`src/rtl/seqcheck_ctrl_if.sv`:
```
// Handshake/data bundle between the serial front end and the pattern-check sequencer.
// The master side supplies config and serial bits; the slave side returns status and results.
interface seqcheck_ctrl_if #(
    parameter int W    = 7,
    parameter int CNTW = 8,
    parameter int MW   = 8
);
    logic            start;
    logic [W-1:0]    pat;
    logic [W-1:0]    mask;
    logic [CNTW-1:0] frame_len;
    logic            in;
    logic            in_vld;
    logic            busy;
    logic            done;
    logic            hit;
    logic [MW-1:0]   match_cnt;
    logic            overflow;

    modport master (
        output start, pat, mask, frame_len, in, in_vld,
        input  busy, done, hit, match_cnt, overflow
    );

    modport slave (
        input  start, pat, mask, frame_len, in, in_vld,
        output busy, done, hit, match_cnt, overflow
    );
endinterface

```
`src/rtl/seqcheck_ctrl.sv`:
```
// Sequencer for the serial pattern checker: arms on start, scans frame_len valid bits
// through a W-bit window, and reports per-match hit pulses, a saturating count and a done pulse.
module seqcheck_ctrl #(
    parameter int W    = 7,
    parameter int CNTW = 8,
    parameter int MW   = 8
) (
    input logic            clk,
    input logic            rst,
    seqcheck_ctrl_if.slave bus
);
    localparam logic [1:0] IDLE = 2'd0;
    localparam logic [1:0] RUN  = 2'd1;
    localparam logic [1:0] DONE = 2'd2;

    localparam logic [MW-1:0] CNT_MAX = '1;
    localparam logic [CNTW:0] W_EXT   = (CNTW + 1)'(W);

    logic [1:0]      state;
    logic [W-1:0]    hist;
    logic [W-1:0]    pat_l;
    logic [W-1:0]    mask_l;
    logic [CNTW-1:0] frame_len_l;
    logic [CNTW-1:0] bitcnt;

    logic            busy;
    logic            done;
    logic            hit;
    logic [MW-1:0]   match_cnt;
    logic            overflow;

    logic [W-1:0]    window;
    logic [CNTW:0]   bitcnt_nx;
    logic            match;
    logic            last_bit;
    logic            cnt_sat;

    // bitcnt_nx carries an extra bit so the compare against W and frame_len never wraps
    always_comb begin
        window    = {hist[W-2:0], bus.in};
        bitcnt_nx = {1'b0, bitcnt} + (CNTW + 1)'(1);
        match     = (((window ^ pat_l) & mask_l) == '0) && (bitcnt_nx >= W_EXT);
        last_bit  = (bitcnt_nx == {1'b0, frame_len_l});
        cnt_sat   = (match_cnt == CNT_MAX);
    end

    always_ff @(posedge clk) begin
        if (rst) begin
            state       <= IDLE;
            hist        <= '0;
            pat_l       <= '0;
            mask_l      <= '0;
            frame_len_l <= '0;
            bitcnt      <= '0;
            busy        <= 1'b0;
            done        <= 1'b0;
            hit         <= 1'b0;
            match_cnt   <= '0;
            overflow    <= 1'b0;
        end else begin
            case (state)
                IDLE: begin
                    hit  <= 1'b0;
                    done <= 1'b0;
                    if (bus.start) begin
                        pat_l       <= bus.pat;
                        mask_l      <= bus.mask;
                        frame_len_l <= bus.frame_len;
                        hist        <= '0;
                        bitcnt      <= '0;
                        match_cnt   <= '0;
                        overflow    <= 1'b0;
                        busy        <= 1'b1;
                        if (bus.frame_len == '0) begin
                            state <= DONE;
                            done  <= 1'b1;
                        end else begin
                            state <= RUN;
                        end
                    end
                end
                RUN: begin
                    if (bus.in_vld) begin
                        hist   <= window;
                        bitcnt <= bitcnt_nx[CNTW-1:0];
                        hit    <= match;
                        if (match) begin
                            if (cnt_sat) overflow  <= 1'b1;
                            else         match_cnt <= match_cnt + MW'(1);
                        end
                        // done is raised on the same edge that samples the last bit
                        if (last_bit) begin
                            state <= DONE;
                            done  <= 1'b1;
                        end
                    end else begin
                        hit <= 1'b0;
                    end
                end
                DONE: begin
                    state <= IDLE;
                    done  <= 1'b0;
                    busy  <= 1'b0;
                    hit   <= 1'b0;
                end
                default: begin
                    state <= IDLE;
                    done  <= 1'b0;
                    busy  <= 1'b0;
                    hit   <= 1'b0;
                end
            endcase
        end
    end

    assign bus.busy      = busy;
    assign bus.done      = done;
    assign bus.hit       = hit;
    assign bus.match_cnt = match_cnt;
    assign bus.overflow  = overflow;
endmodule

```
`src/flat_wrapper.sv`:
```
// flat-port wrapper written by rule: the top's interface ports become plain ports
module seqcheck_ctrl_flat 
#(
    parameter int W    = 7,
    parameter int CNTW = 8,
    parameter int MW   = 8
)
  (clk, rst, bus_start, bus_pat, bus_mask, bus_frame_len, bus_in, bus_in_vld, bus_busy, bus_done, bus_hit, bus_match_cnt, bus_overflow);
  seqcheck_ctrl_if #(.W(W), .CNTW(CNTW), .MW(MW)) bus_i ();
  input logic clk;
  input logic rst;
  input wire logic [$bits(bus_i.start)-1:0] bus_start;
  input wire logic [$bits(bus_i.pat)-1:0] bus_pat;
  input wire logic [$bits(bus_i.mask)-1:0] bus_mask;
  input wire logic [$bits(bus_i.frame_len)-1:0] bus_frame_len;
  input wire logic [$bits(bus_i.in)-1:0] bus_in;
  input wire logic [$bits(bus_i.in_vld)-1:0] bus_in_vld;
  output wire logic [$bits(bus_i.busy)-1:0] bus_busy;
  output wire logic [$bits(bus_i.done)-1:0] bus_done;
  output wire logic [$bits(bus_i.hit)-1:0] bus_hit;
  output wire logic [$bits(bus_i.match_cnt)-1:0] bus_match_cnt;
  output wire logic [$bits(bus_i.overflow)-1:0] bus_overflow;
  assign bus_i.start = bus_start;
  assign bus_i.pat = bus_pat;
  assign bus_i.mask = bus_mask;
  assign bus_i.frame_len = bus_frame_len;
  assign bus_i.in = bus_in;
  assign bus_i.in_vld = bus_in_vld;
  assign bus_busy = bus_i.busy;
  assign bus_done = bus_i.done;
  assign bus_hit = bus_i.hit;
  assign bus_match_cnt = bus_i.match_cnt;
  assign bus_overflow = bus_i.overflow;
  seqcheck_ctrl #(.W(W), .CNTW(CNTW), .MW(MW)) u_core (.clk(clk), .rst(rst), .bus(bus_i));
endmodule
```
`config.mk`:
```
export PLATFORM = sky130hd
export DESIGN_NAME = seqcheck_ctrl_flat
export DESIGN_NICKNAME = d
export VERILOG_FILES = /design/src/rtl/seqcheck_ctrl_if.sv /design/src/rtl/seqcheck_ctrl.sv /design/src/flat_wrapper.sv
export SDC_FILE = /design/constraint.sdc
export NUM_CORES = 1
export LEC_CHECK = 0
export ABC_AREA = 1
export CAP_MARGIN = 20
export CORE_MARGIN = 2
export CORE_UTILIZATION = 52
export CTS_BUF_LIST = sky130_fd_sc_hd__clkbuf_16
export DETAILED_ROUTE_END_ITERATION = 10
export GPL_ROUTABILITY_DRIVEN = 0
export PLACE_DENSITY = 0.77
export SLEW_MARGIN = 20
export SYNTH_ARGS = -nofsm -noshare
export SYNTH_HDL_FRONTEND = slang
export SYNTH_SLANG_ARGS = --single-unit
```
`constraint.sdc`:
```
create_clock -name clk -period 2.3 [get_ports clk]
set_input_delay 0.46 -clock clk [delete_from_list [all_inputs] [get_ports clk]]
set_output_delay 0.46 -clock clk [all_outputs]
set_load 0.02 [all_outputs]
```
==> impl_metrics.toml <==
[status]
status = "finished clean"

[timing]
finalCriticalPeriod_ps = 1903
rsz0062_at_grt = "false"
tns_ps = 0
setup_viol_count_final = 0
hold_viol_final = 0
period_share_pct = 82.76
finalMaxSlewViolations = 0
skew_ps = 2.985
max_freq_mhz = 525.4
fin_ws_ps = 396.5
maxSlewHeadroom_pct = 74.72
holdWs_ps = 455.6
worst_slew_pin_slew_ps = 378.7

[yosys]
synth_seq_cells = 50
syn_inst = 371
netlist_area_mm2 = 0.002537
avgSynthCellArea_um2 = 6.839
synth_nets = 401
synth-edff-count = 0
yosysWarningCount = 0
synth_async_sr_flop_share_pct = 0
synth_cell_type_count = 30
synthFlopType = "dfxtp_1"
ys_seq_area_share_pct = 39.45

[setup_path]
endpoint = "u_core.bus.match_cnt[5]"
cp-start-kind = "register"
cp.required_ps = 2470
critPathKind = "register to register"
reg2reg_slack_ps = 400
cp-end-kind = "register"
cp_data_arrival_time_ps = 2080
cp_max_fo = 6
crit_path_start = "u_core.bitcnt[0]"
r2r-end = "u_core.bus.match_cnt[5]"
r2r-start = "u_core.bitcnt[0]"
ff2ff_path_depth = 10

[global_route]
grt_max_degree = 24
antenna_found_initial = 0
grt_pass1_vias = 2258
grt.overflow.total = 0
grt_pass1_wl_mm = 9.811
grt_usage_pct = 23.52

[clocking]
clkTransAtPathRegs_ps = 70
cts_hold_buf = 0
cts_sinks = 50
cts_tree = "done"
htree_levels = 2
post_cts_buffers = 0
insertion_delay_ps = 290
cts_buffer_depth = 2
ctsRootBufferMaster = "clkbuf_16"
cts_made_buffers = 5
cts.repair.resized = 0

[cells_and_area]
final_nets = 443
antenna_cells = 0
n_fill_cell = 441
area_growth_pct = 24.41
drive_gt1_share_pct = 8.696
final_util_pct = 66.83

[detailed_routing]
wl_met3_um = 254
ant_nets = 0
firstDrtPassIters = 4
drt_iter0_markers = 155
wl_met1_mm = 2.570
dr_wl_met2_mm = 2.818
post_drt_wl_per_cell_um = 12.00
wl_mm = 5.773
drcViolationCount = 0
via_per_inst = 5.056
vias = 2432
highest_layer = "met4"

[floorplanning]
rows = 25
boundaryPins = 39
initial_core_util_pct = 53.72
die-width_um = 73.86
die_y_um = 73.86
core_mm2 = 0.004723
dieArea_mm2 = 0.005455

[power]
p_leak_nw = 1.268
max-vdd-ir-drop_mv = 0.4225
power_density_mw_per_mm2 = 628.7

[placed_design]
pre_cts_ws_ps = 279.4
port_buffers = 38
dp_hpwl_mm = 4.255

[job]
drv_cap = 0

[min_path]
min_path_type = "register to register"
==> flip-flops by register name (all words and copies together) (netlist names) <==
| name | cells |
|---|---|
| u_core.bus.hit | 1 |
| u_core.bitcnt | 8 |
| u_core.hist | 6 |
| u_core.bus.busy | 1 |
| u_core.state | 2 |
| u_core.frame_len_l | 8 |
| u_core.bus.done | 1 |
| u_core.mask_l | 7 |
| u_core.pat_l | 7 |
| u_core.bus.match_cnt | 8 |
| u_core.bus.overflow | 1 |
==> logic make-up after synthesis <==
logic type                 share of synthesized area, %
DFF                                               39.45
AOI/OAI and AO/OA                                 14.74
adders and majority gates                         1.479
buffers and inverters                             8.087
and+or+nand+nor                                   32.45
xor gates and xnor gates                          3.797
==> metrics by stage <==
step	cell area [um^2]	power, W	std cells
floorplan	2537	0.001158	371
global placement	3014	0.001270	473
detailed placement	3014	0.001277	473
CTS	3157	0.001992	481
global route	3157	0.002082	481
finish	3157	0.001985	481
==> final cells by class <==
| class | count | area (um^2) | area share [%] |
|---|---|---|---|
| Clock inverter | 3 | 17.52 | 0.5549 |
| Clock buffer | 5 | 125.1 | 3.964 |
| Inverter | 44 | 165.2 | 5.232 |
| Timing Repair Buffer | 45 | 432.9 | 13.71 |
| Multi-Input combinational cell | 267 | 1331 | 42.17 |
| Sequential cell | 50 | 1001 | 31.71 |
| Tap cell | 67 | 83.83 | 2.656 |
==> worst max-delay path, stage by stage, from the launching register on <==
cell	delay (ps)
dfxtp_1	450
ha_1	250
nand3_1	120
o21ai_0	160
nand2_1	150
nor2_1	180
nand3_2	120
nand3_2	90
nand2_2	100
nand3_1	100
a21oi_1	70
==> synthesized netlist by cell type (2+ instances only) <==
master	count	area (um^2)
inv_1	39	146.4
o21ai_1	2	10.01
nand3_1	27	135.1
nand2_2	9	56.30
clkinv_1	2	7.510
dfxtp_1	50	1001
o21ai_0	27	135.1
a21oi_1	31	155.2
nor2_1	54	202.7
o32ai_1	3	26.28
o21bai_1	2	15.01
nand2_1	80	300.3
xor2_1	8	70.07
xnor2_1	3	26.28
nor2_4	3	33.78
nor3_1	2	10.01
ha_1	3	37.54
inv_2	3	11.26
clkbuf_1	8	30.03
nand3_2	4	40.04
buf_2	2	10.01
==> metal layers <==
layer | vias up | GRT usage (%)
met5 | - | 0
met4 | 0 | 7.475
met3 | 14 | 5.487
met2 | 63 | 40.18
met1 | 1089 | 29.14
li1 | 1266 | -
==> worst min-delay path by stage <==
stage                          end  cells after the start  slack, ps           startpoint
2_1_floorplan     u_core.mask_l[4]                      2        430     u_core.mask_l[4]
3_3_place_gp   u_core.bus.overflow                      2        440  u_core.bus.overflow
3_5_place_dp      u_core.mask_l[4]                      2        450     u_core.mask_l[4]
4_1_cts           u_core.mask_l[4]                      2        460     u_core.mask_l[4]
5_1_grt        u_core.bus.overflow                      2        480  u_core.bus.overflow
6_report          u_core.mask_l[4]                      2        460     u_core.mask_l[4]
==> cells in the final DEF (no fill, tap or decap), drive strengths merged, types with 2 or more instances in the layout <==
| master | netlist | routed |
|---|---|---|
| xor2 | 8 | 8 |
| xnor2 | 3 | 3 |
| a21oi | 31 | 31 |
| clkinv | 2 | 4 |
| o32ai | 3 | 3 |
| inv | 42 | 43 |
| o21ai | 29 | 29 |
| nor2 | 58 | 58 |
| nand2 | 89 | 89 |
| o21bai | 3 | 3 |
| buf | 2 | 7 |
| clkdlybuf4s50 | 0 | 38 |
| nand3 | 32 | 32 |
| ha | 3 | 3 |
| dfxtp | 50 | 50 |
| nor3 | 2 | 2 |
| clkbuf | 8 | 5 |
==> power by group <==
group	switching, W	internal (W)	total, W
registers	0.0000288	0.000916	0.000945
logic	0.000184	0.000130	0.000314
clock network	0.000326	0.000399	0.000725
total	0.000539	0.00145	0.00198
Note: power is estimated with default switching activity, not from simulation.
